**config.mk**
```make
export PLATFORM = sky130hd
export DESIGN_NAME = mio_timer_array_flat
export DESIGN_NICKNAME = d
export VERILOG_FILES = /design/src/rtl/mio_timer_array_pkg.sv /design/src/rtl/mio_timer_array_if.sv /design/src/rtl/mio_timer_array_chan.sv /design/src/rtl/mio_timer_array.sv /design/src/flat_wrapper.sv
export SDC_FILE = /design/constraint.sdc
export NUM_CORES = 1
export LEC_CHECK = 0
export CAP_MARGIN = 20
export CORE_MARGIN = 10
export CORE_UTILIZATION = 49
export CTS_CLUSTER_DIAMETER = 60
export DETAILED_ROUTE_END_ITERATION = 10
export DONT_BUFFER_PORTS = 1
export GPL_TIMING_DRIVEN = 0
export HOLD_SLACK_MARGIN = 0.15
export PLACE_DENSITY_LB_ADDON = 0.15
export SKIP_CTS_REPAIR_TIMING = 1
export SLEW_MARGIN = 25
export SYNTH_ARGS = -nofsm -noshare
export SYNTH_HDL_FRONTEND = slang
export SYNTH_HIERARCHICAL = 1
export SYNTH_SLANG_ARGS = --single-unit
```
**constraint.sdc**
```tcl
create_clock -name clk -period 5.1 [get_ports clk]
set_input_delay 1.275 -clock clk [delete_from_list [all_inputs] [get_ports clk]]
set_output_delay 1.275 -clock clk [all_outputs]
set_load 0.02 [all_outputs]
```
**src/rtl/mio_timer_array_pkg.sv**
```systemverilog
// Shared types and register layout for the MIO timer array.
// Register offsets, CTRL bit positions and the CTRL readback packing.
package mio_timer_pkg;

  typedef enum logic [1:0] {
    MODE_OFF      = 2'b00,
    MODE_ONESHOT  = 2'b01,
    MODE_PERIODIC = 2'b10,
    MODE_PWM      = 2'b11
  } mode_e;

  localparam logic [1:0] REG_CTRL  = 2'd0;
  localparam logic [1:0] REG_LOAD  = 2'd1;
  localparam logic [1:0] REG_CMP   = 2'd2;
  localparam logic [1:0] REG_COUNT = 2'd3;

  localparam int CTRL_EN      = 0;
  localparam int CTRL_MODE_LO = 1;
  localparam int CTRL_MODE_HI = 2;
  localparam int CTRL_IE      = 3;
  localparam int CTRL_DONE    = 4;
  localparam int CTRL_PRE_LO  = 8;
  localparam int CTRL_PRE_HI  = 15;

  function automatic logic [31:0] ctrl_word(input logic en, input mode_e mode, input logic ie,
                                            input logic done, input logic [7:0] pre);
    logic [31:0] w;
    w                           = 32'd0;
    w[CTRL_EN]                  = en;
    w[CTRL_MODE_HI:CTRL_MODE_LO] = mode;
    w[CTRL_IE]                  = ie;
    w[CTRL_DONE]                = done;
    w[CTRL_PRE_HI:CTRL_PRE_LO]  = pre;
    return w;
  endfunction

endpackage

```
**src/rtl/mio_timer_array_if.sv**
```systemverilog
// MIO register bus seen by the timer array: one-cycle write/read strobes, registered rdata.
interface mio_timer_array_if #(
  parameter int ADDR_W = 6
);
  logic              we;
  logic              re;
  logic [ADDR_W-1:0] addr;
  logic [31:0]       wdata;
  logic [31:0]       rdata;

  modport master (output we, output re, output addr, output wdata, input rdata);
  modport slave  (input we, input re, input addr, input wdata, output rdata);
endinterface

```
**src/rtl/mio_timer_array_chan.sv**
```systemverilog
// One timer channel: prescaler, down-counter, CTRL/LOAD/CMP registers and waveform output.
module mio_timer_chan
  import mio_timer_pkg::*;
#(
  parameter int CNT_W = 32
) (
  input  logic             clk,
  input  logic             RSTN,
  input  logic [3:0]       i_we_reg,
  input  logic [31:0]      i_wdata,
  output logic [3:0][31:0] o_rd,
  output logic             o_cnt_out,
  output logic             o_irq
);

  logic             r_en, r_ie, r_done, r_out;
  mode_e            r_mode;
  logic [7:0]       r_pre, r_psc;
  logic [CNT_W-1:0] r_load, r_cmp, r_count;

  logic             w_en_nx, w_ie_nx, w_done_nx, w_out_nx;
  mode_e            w_mode_nx;
  logic [7:0]       w_pre_nx, w_psc_nx;
  logic [CNT_W-1:0] w_load_nx, w_cmp_nx, w_count_nx, w_wval;
  logic             w_ctrl_we, w_run, w_tick, w_en_rise, w_term, w_unused_wdata;

  assign w_wval         = i_wdata[CNT_W-1:0];
  assign w_ctrl_we      = i_we_reg[REG_CTRL];
  assign w_run          = r_en && (r_mode != MODE_OFF);
  assign w_tick         = w_run && (r_psc == r_pre);
  assign w_en_rise      = w_ctrl_we && i_wdata[CTRL_EN] && !r_en;
  // A COUNT write in the same cycle swallows the tick, including a terminal one.
  assign w_term         = w_tick && !i_we_reg[REG_COUNT] && (r_count == {CNT_W{1'b0}});
  assign w_unused_wdata = ^i_wdata[7:5];

  // Next-state logic for all channel registers
  always_comb begin
    w_en_nx    = r_en;
    w_mode_nx  = r_mode;
    w_ie_nx    = r_ie;
    w_pre_nx   = r_pre;
    w_done_nx  = r_done;
    w_load_nx  = r_load;
    w_cmp_nx   = r_cmp;
    w_psc_nx   = r_psc;
    w_count_nx = r_count;
    w_out_nx   = r_out;

    if (w_ctrl_we) begin
      w_en_nx   = i_wdata[CTRL_EN];
      w_mode_nx = mode_e'(i_wdata[CTRL_MODE_HI:CTRL_MODE_LO]);
      w_ie_nx   = i_wdata[CTRL_IE];
      w_pre_nx  = i_wdata[CTRL_PRE_HI:CTRL_PRE_LO];
    end else if (w_term && (r_mode == MODE_ONESHOT)) begin
      w_en_nx = 1'b0;
    end else begin
      w_en_nx = r_en;
    end

    if (i_we_reg[REG_LOAD]) w_load_nx = w_wval;
    else                    w_load_nx = r_load;
    if (i_we_reg[REG_CMP])  w_cmp_nx = w_wval;
    else                    w_cmp_nx = r_cmp;

    if (w_term)                                 w_done_nx = 1'b1;
    else if (w_ctrl_we && i_wdata[CTRL_DONE])   w_done_nx = 1'b0;
    else                                        w_done_nx = r_done;

    if (w_en_rise || w_tick) w_psc_nx = 8'd0;
    else if (w_run)          w_psc_nx = r_psc + 8'd1;
    else                     w_psc_nx = r_psc;

    if (i_we_reg[REG_COUNT]) begin
      w_count_nx = w_wval;
    end else if (w_en_rise) begin
      w_count_nx = r_load;
    end else if (w_tick) begin
      if (r_count != {CNT_W{1'b0}})      w_count_nx = r_count - CNT_W'(1);
      else if (r_mode == MODE_ONESHOT)   w_count_nx = {CNT_W{1'b0}};
      else                               w_count_nx = r_load;
    end else begin
      w_count_nx = r_count;
    end

    // One-shot output follows EN, but only while the channel is or becomes enabled.
    if ((r_mode == MODE_PERIODIC) && w_term)                  w_out_nx = ~r_out;
    else if ((r_mode == MODE_PWM) && w_run)                   w_out_nx = (r_count < r_cmp);
    else if ((w_mode_nx == MODE_ONESHOT) && (r_en || w_en_nx)) w_out_nx = w_en_nx;
    else                                                      w_out_nx = r_out;
  end

  // Channel state registers
  always_ff @(posedge clk or negedge RSTN) begin
    if (!RSTN) begin
      r_en    <= 1'b0;
      r_mode  <= MODE_OFF;
      r_ie    <= 1'b0;
      r_pre   <= 8'd0;
      r_done  <= 1'b0;
      r_load  <= {CNT_W{1'b0}};
      r_cmp   <= {CNT_W{1'b0}};
      r_psc   <= 8'd0;
      r_count <= {CNT_W{1'b0}};
      r_out   <= 1'b0;
    end else begin
      r_en    <= w_en_nx;
      r_mode  <= w_mode_nx;
      r_ie    <= w_ie_nx;
      r_pre   <= w_pre_nx;
      r_done  <= w_done_nx;
      r_load  <= w_load_nx;
      r_cmp   <= w_cmp_nx;
      r_psc   <= w_psc_nx;
      r_count <= w_count_nx;
      r_out   <= w_out_nx;
    end
  end

  assign o_rd      = {32'(r_count), 32'(r_cmp), 32'(r_load),
                      ctrl_word(r_en, r_mode, r_ie, r_done, r_pre)};
  assign o_cnt_out = r_out;
  assign o_irq     = r_done && r_ie;

endmodule

```
**src/rtl/mio_timer_array.sv**
```systemverilog
// N-channel programmable timer on the MIO bus: address decode, registered read mux, irq OR.
module mio_timer_array
  import mio_timer_pkg::*;
#(
  parameter int NUM_CH = 3,
  parameter int CNT_W  = 32,
  parameter int ADDR_W = 6
) (
  input  logic               clk,
  input  logic               RSTN,
  mio_timer_array_if.slave   bus,
  output logic [NUM_CH-1:0]  cnt_out,
  output logic               irq
);

  localparam int CH_W = ADDR_W - 2;

  logic [CH_W-1:0]             w_ch;
  logic [1:0]                  w_reg;
  logic [NUM_CH-1:0][3:0][31:0] w_rd;
  logic [NUM_CH-1:0]           w_irq;
  logic [31:0]                 w_rsel;
  logic [31:0]                 r_rdata;

  assign w_ch  = bus.addr[ADDR_W-1:2];
  assign w_reg = bus.addr[1:0];

  for (genvar g = 0; g < NUM_CH; g++) begin : g_ch
    logic [3:0] w_we_reg;
    assign w_we_reg = (bus.we && (w_ch == CH_W'(g))) ? (4'b0001 << w_reg) : 4'b0000;

    mio_timer_chan #(.CNT_W(CNT_W)) u_chan (
      .clk       (clk),
      .RSTN      (RSTN),
      .i_we_reg  (w_we_reg),
      .i_wdata   (bus.wdata),
      .o_rd      (w_rd[g]),
      .o_cnt_out (cnt_out[g]),
      .o_irq     (w_irq[g])
    );
  end

  // Read mux; channel indices beyond NUM_CH match nothing and read 0
  always_comb begin
    w_rsel = 32'd0;
    for (int c = 0; c < NUM_CH; c++) begin
      w_rsel = w_rsel | ((w_ch == CH_W'(c)) ? w_rd[c][w_reg] : 32'd0);
    end
  end

  // Registered read data, held while re is low
  always_ff @(posedge clk or negedge RSTN) begin
    if (!RSTN)       r_rdata <= 32'd0;
    else if (bus.re) r_rdata <= w_rsel;
    else             r_rdata <= r_rdata;
  end

  assign bus.rdata = r_rdata;
  assign irq       = |w_irq;

endmodule

```
**src/flat_wrapper.sv**
```systemverilog
// flat-port wrapper written by rule: the top's interface ports become plain ports
module mio_timer_array_flat import mio_timer_pkg::*;
#(
  parameter int NUM_CH = 3,
  parameter int CNT_W  = 32,
  parameter int ADDR_W = 6
)
  (clk, RSTN, cnt_out, irq, bus_we, bus_re, bus_addr, bus_wdata, bus_rdata);
  mio_timer_array_if #(.ADDR_W(ADDR_W)) bus_i ();
  input  logic clk;
  input  logic RSTN;
  output logic [NUM_CH-1:0] cnt_out;
  output logic irq;
  input wire logic [$bits(bus_i.we)-1:0] bus_we;
  input wire logic [$bits(bus_i.re)-1:0] bus_re;
  input wire logic [$bits(bus_i.addr)-1:0] bus_addr;
  input wire logic [$bits(bus_i.wdata)-1:0] bus_wdata;
  output wire logic [$bits(bus_i.rdata)-1:0] bus_rdata;
  assign bus_i.we = bus_we;
  assign bus_i.re = bus_re;
  assign bus_i.addr = bus_addr;
  assign bus_i.wdata = bus_wdata;
  assign bus_rdata = bus_i.rdata;
  mio_timer_array #(.NUM_CH(NUM_CH), .CNT_W(CNT_W), .ADDR_W(ADDR_W)) u_core (.clk(clk), .RSTN(RSTN), .bus(bus_i), .cnt_out(cnt_out), .irq(irq));
endmodule
```
==> out/metrics.csv, run 1 <==
metric;value;unit
status;finished clean;
Final setup viols;0;
Final ANT Viol Nets;0;
initial DRC count;2476;
Layout area overhead;10.5;%
Final Max Tran Viols;0;
commonest cells after routing, fill and taps aside;386 x dfrtp_1, 203 x nand2_1, 191 x o21ai_0;
async set-reset flop share out of synthesis;1.00;
Clk pin slew, worst setup/hold paths;60;ps
most common cell after layout, fill and taps aside;dfrtp_1;
first-pass GRT wire length;138000;um
final core utilization;0.547;
vias per cell;6.48;
# rows;82;
Max Fanout on Critical Path;10;
worst slew pin tran;1020;ps
Nets;2707;
Layout Cells excl Fill;3274;
critical path class;in -> reg;
Synth cell types;79;
worst hold margin;377;ps
Mapped Cells;2458;
Core Region;50100;um2
final hold viol count;0;
IO buf count;0;
Avg WL per Cell;28.3;um
Max Cap Violations;0;
H-tree depth;2;
CTS root buf;clkbuf_16;
Filler Cell Count;4586;
Post-synth EDFFs;0;
vias in the first global route;21200;
pre-CTS setup slack;-233;ps
CP required;5580;ps
HPWL Detailed;68400;um
Crit. End Element;register;
crit path from;bus_addr[1];
FF/Latch Area;9660;um2
die area;59900;um2
post-synth top area cell;dfrtp_1;
Num CTS Buffers;49;
Most used DFF post-synth;dfrtp_1;
Clock Latency Late Sink;600;ps
dpl cells;3184;
R2R Path End;u_core/g_ch[0].u_chan/r_count[12];
unrepaired setup endpoints after global routing;no;
yosys warns;6;
Pleak;0.0116;uW
drt first pass iters;6;
Hold Path Class;in -> async;
largest net degree at the start of global routing;387;
peak supply drop;0.245;mV
initial antenna violation count;7;
synthesized cell area;24800;um2
Max-slew headroom;0.321;
average cell area after synthesis;10.1;um2
fmax;209;MHz
R2R setup slack;1600;ps
register bit total from synthesis;386;
gr usage total;0.305;
Sink Count;386;
PnR worst setup slack;321;ps
post-synthesis sequential area ratio;0.390;
clk_skew;15.4;ps
top cells by area, synth;dfrtp_1 39%, mux4_2 8.7%, mux2_2 6.0%;
total gr overflow;0;
gpl congestion;0.956;
detailed-route DRC error count;0;
startpoint types;input port;
final worst path period share;0.937;
Yosys top cell area share;0.390;
arrival time worst endpoint;5260;ps
I/O pins;78;
r2r startpoint;u_core/g_ch[0].u_chan/r_count[2];
total number of vias;21200;
P per Cell Area;412;nW/um2
die height;245;um
n_diodes;0;
Clock Tree Buf Depth;3;
share of cells above drive strength 1;0.183;
Die W;245;um
final worst path period need;4780;ps
footprint of the multi-input gates;13600;um2
Routed WL;92600;um
crit path to;u_core/g_ch[2].u_chan/r_count[21];
TritonCTS clock tree;done;
Initial Util;0.495;
Worst Reg-to-Reg Cells;7;
flip-flops by register name, indices dropped and copies added, names as in the netlist:
name	count
u_core/g_ch.u_chan/r_load	96
u_core/g_ch.u_chan/o_cnt_out	3
u_core/g_ch.u_chan/r_count	96
u_core/g_ch.u_chan/r_pre	24
u_core/g_ch.u_chan/r_cmp	96
u_core/g_ch.u_chan/r_ie	3
u_core/bus.rdata	32
u_core/g_ch.u_chan/r_en	3
u_core/g_ch.u_chan/r_psc	24
u_core/g_ch.u_chan/r_done	3
u_core/g_ch.u_chan/r_mode	6
cells in the mapped netlist, drive strengths merged, types with 4 or more instances:
master,count
dfrtp,386
nand2,205
o21ai,191
nor2,146
mux2,135
buf,120
inv,118
nor3,106
ha,102
clkbuf,99
mux4,96
a31oi,77
a21oi,71
a221oi,51
xnor2,51
a22oi,50
xor2,41
or3,40
nand3,38
nand4,34
nor4,34
nor2b,33
a21o,24
o22ai,24
or4,23
nand2b,18
and3,11
o31ai,11
a32oi,10
and2,10
and4,10
o21a,10
a211oi,8
a2111oi,7
nand3b,7
nor4b,7
a22o,4
mux2i,4
nand4b,4
o211ai,4
or2,4
cells by family after synthesis:
group / after synthesis / share of synthesized area
adder cells (fa/ha/maj): 102 / 0.0515
AND/OR/NAND/NOR: 736 / 0.155
buffers and inverters: 339 / 0.0680
XOR/XNOR: 92 / 0.0325
AO/OA/AOI/OAI: 565 / 0.152
flip-flops: 386 / 0.390
multiplexers: 235 / 0.150
other: 3 / 0.000455
worst max-delay path: stages:
cell and delay, ps:
buf_4 170, clkbuf_1 310, or3b_2 590, nor2_1 130
clkbuf_1 390, nand2_1 150, or2_2 300, clkbuf_1 220
o31ai_1 260, clkbuf_1 490, nand2_1 160, clkbuf_1 400
a31oi_1 320, a21oi_2 70
metrics by stage:
stage                     setup TNS [ps]  power [uW]  cell area (um2)
after global routing                   0       11900            27400
after global placement             -4960        7710            25800
after detailed placement           -4950        7830            25800
after floorplan                        0        6770            25000
final                                  0       11300            27400
after CTS                              0       11200            27400
metal layers:
metal  GRT usage  up-vias  wire length [um]
met4       0.166        4              5670
met1       0.389    10700             36600
met3      0.0824      239              8960
met2       0.467     1082             41300
li1            -     9230                 -
met5           0        -                34
how the worst min path moves through the flow:
stage	endpoint	slack, ps	cells after the start
3_3_place_gp	u_core/g_ch[0].u_chan/r_done	510	1
6_report	u_core/g_ch[1].u_chan/r_cmp[21]	380	0
4_1_cts	u_core/g_ch[1].u_chan/r_cmp[20]	370	0
3_5_place_dp	u_core/g_ch[0].u_chan/r_done	500	1
2_1_floorplan	u_core/g_ch[0].u_chan/r_done	470	1
5_1_grt	u_core/g_ch[1].u_chan/r_cmp[21]	360	0
report_power, final:
part,internal (uW),leakage (uW),switching (uW)
Sequential,3730,0.00468,1100
Clock,1930,0.000747,1450
Combinational,1490,0.00618,1570
Total,7150,0.0116,4120
final cells by class:
class	instances	share of cell area
multi-input cells	1787	0.499
flip-flops and latches	386	0.353
clock buffers	70	0.0514
plain buffers	219	0.0451
well taps	672	0.0307
inverters	120	0.0165
clock inverters	20	0.00485
Note: power is estimated with default switching activity, not from simulation.
==> inputs of run 2 (changes only) <==
--- a/config.mk
+++ b/config.mk
@@ -6,6 +6,8 @@
 export NUM_CORES = 1
 export LEC_CHECK = 0
 export CAP_MARGIN = 20
+export CELL_PAD_IN_SITES_DETAIL_PLACEMENT = 1
+export CELL_PAD_IN_SITES_GLOBAL_PLACEMENT = 1
 export CORE_MARGIN = 10
 export CORE_UTILIZATION = 49
 export CTS_CLUSTER_DIAMETER = 60
==> out/metrics.csv, run 2 (synthesis results as in run 1) <==
metric;value;unit;change
PnR worst setup slack;210;ps;-112 ps
r2r startpoint;u_core/g_ch[0].u_chan/r_count[2];;
Hold Path Class;in -> async;;
peak supply drop;0.381;mV;+56%
Crit path max-delay family;buffers and inverters;;
H-tree depth;2;;unchanged
pre-CTS setup slack;-366;ps;-133 ps
I/O pins;78;;unchanged
final worst path period share;0.959;;+0.0219
slowest CP cell;or3b_2;;
Crit. End Element;register;;
die height;245;um;unchanged
CP most frequent cell;clkbuf_1;;
# rows;82;;unchanged
Layout Cells excl Fill;3276;;+0.061%
Nets;2708;;+0.037%
arrival time worst endpoint;5360;ps;+100 ps
Clock Tree Buf Depth;3;;unchanged
Final setup viols;0;;unchanged
crit path from;bus_addr[1];;
IO buf count;0;;unchanged
clk_skew;22.3;ps;+6.90 ps
Sink Count;386;;unchanged
status;finished clean;;
Max-slew headroom;0.315;;-0.00617
commonest cells after routing, fill and taps aside;386 x dfrtp_1, 203 x nand2_1, 191 x o21ai_0;;
unrepaired setup endpoints after global routing;no;;
first-pass GRT wire length;150000;um;+8.0%
Num CTS Buffers;50;;+2.0%
Buf/Inv on CP;6;;unchanged
gpl congestion;0.976;;+2.1%
Max Cap Violations;0;;unchanged
HPWL Detailed;73800;um;+7.9%
Pleak;0.0117;uW;+0.55%
final hold viol count;0;;unchanged
startpoint types;input port;;
fmax;204;MHz;-2.3%
total gr overflow;0;;unchanged
die area;59900;um2;unchanged
CP required;5570;ps;about the same
P per Cell Area;426;nW/um2;+3.5%
share of cells above drive strength 1;0.182;;-0.000839
initial antenna violation count;5;;-2
largest net degree at the start of global routing;387;;unchanged
initial DRC count;2118;;-14%
Final ANT Viol Nets;0;;unchanged
Initial Util;0.495;;unchanged
Layout area overhead;10.9;%;
Routed WL;100000;um;+8.3%
Core Region;50100;um2;unchanged
CTS root buf;clkbuf_16;;
Final Max Tran Viols;0;;unchanged
vias in the first global route;22500;;+6.3%
total number of vias;21600;;+1.9%
most common cell after layout, fill and taps aside;dfrtp_1;;
critical path class;in -> reg;;
Final Power;11700;uW;+4.0%
dpl cells;3184;;unchanged
Max Fanout on Critical Path;10;;unchanged
vias per cell;6.60;;+1.9%
Clk pin slew, worst setup/hold paths;60;ps;about the same
Top Registers;u_core/g_ch.u_chan/r_cmp: 96 flops, u_core/g_ch.u_chan/r_count: 96 flops, u_core/g_ch.u_chan/r_load: 96 flops;;
final worst path period need;4890;ps;+112 ps
Clock Latency Late Sink;600;ps;about the same
TritonCTS clock tree;done;;
crit-path cells;buf_4, clkbuf_1, or3b_2, nor2_1, clkbuf_1, nand2_1, or2_2, clkbuf_1, o31ai_1, clkbuf_1, nand2_1, clkbuf_1, a221oi_1, nor2_1;;
gr usage total;0.330;;+0.0250
worst hold margin;379;ps;+1.95 ps
Crit path largest cell delay;600;ps;about the same
worst slew pin tran;1030;ps;+6.67 ps
Die W;245;um;unchanged
Avg WL per Cell;30.6;um;+8.2%
drt first pass iters;7;;+1
detailed-route DRC error count;0;;unchanged
[run 2: final cells by class]
class                           instances  area [um2]
Fill cell                            5672       22600
Multi-Input combinational cell       1787       13600
Inverter                              120         450
Clock inverter                         17         204
Clock buffer                           74        1460
Tap cell                              672         841
Antenna cell                            1        2.50
Buffer                                219        1240
Sequential cell                       386        9660
[run 2: path summary, 6_finish.rpt]
path                            depth (start not counted)  slack (ps)                                to
worst max-delay path                                   14         210  u_core/g_ch[2].u_chan/r_count[5]
worst min-delay path                                    0         380  u_core/g_ch[1].u_chan/r_load[21]
worst max register to register                          7        1690   u_core/g_ch[0].u_chan/o_cnt_out
worst min register to register                          1         520      u_core/g_ch[0].u_chan/r_done
max in group asynchronous                               0        3920  u_core/g_ch[2].u_chan/r_count[8]
min in group clk                                        1         520      u_core/g_ch[0].u_chan/r_done
[run 2: routing by layer]
| metal | part of all wire | global-route usage | vias to the layer above |
|---|---|---|---|
| met2 | 0.45 | 0.506 | 904 |
| met1 | 0.41 | 0.426 | 11300 |
| met4 | 0.054 | 0.168 | 0 |
| met3 | 0.088 | 0.0851 | 203 |
| met5 | 0 | 0 | - |
| li1 | - | - | 9237 |
[run 2: power by group]
group	internal (uW)	switching, uW
registers	3730	1160
clock network	2170	1450
logic	1500	1700
total	7410	4310
[run 2: metrics by stage]
stage,TNS [ps],utilization,instance area [um2]
3_5_place_dp,-13640,0.516,25800
2_1_floorplan,0,-,25000
6_report,0,0.549,27500
5_1_grt,0,0.549,27500
4_1_cts,0,0.549,27500
3_3_place_gp,-11070,0.516,25800
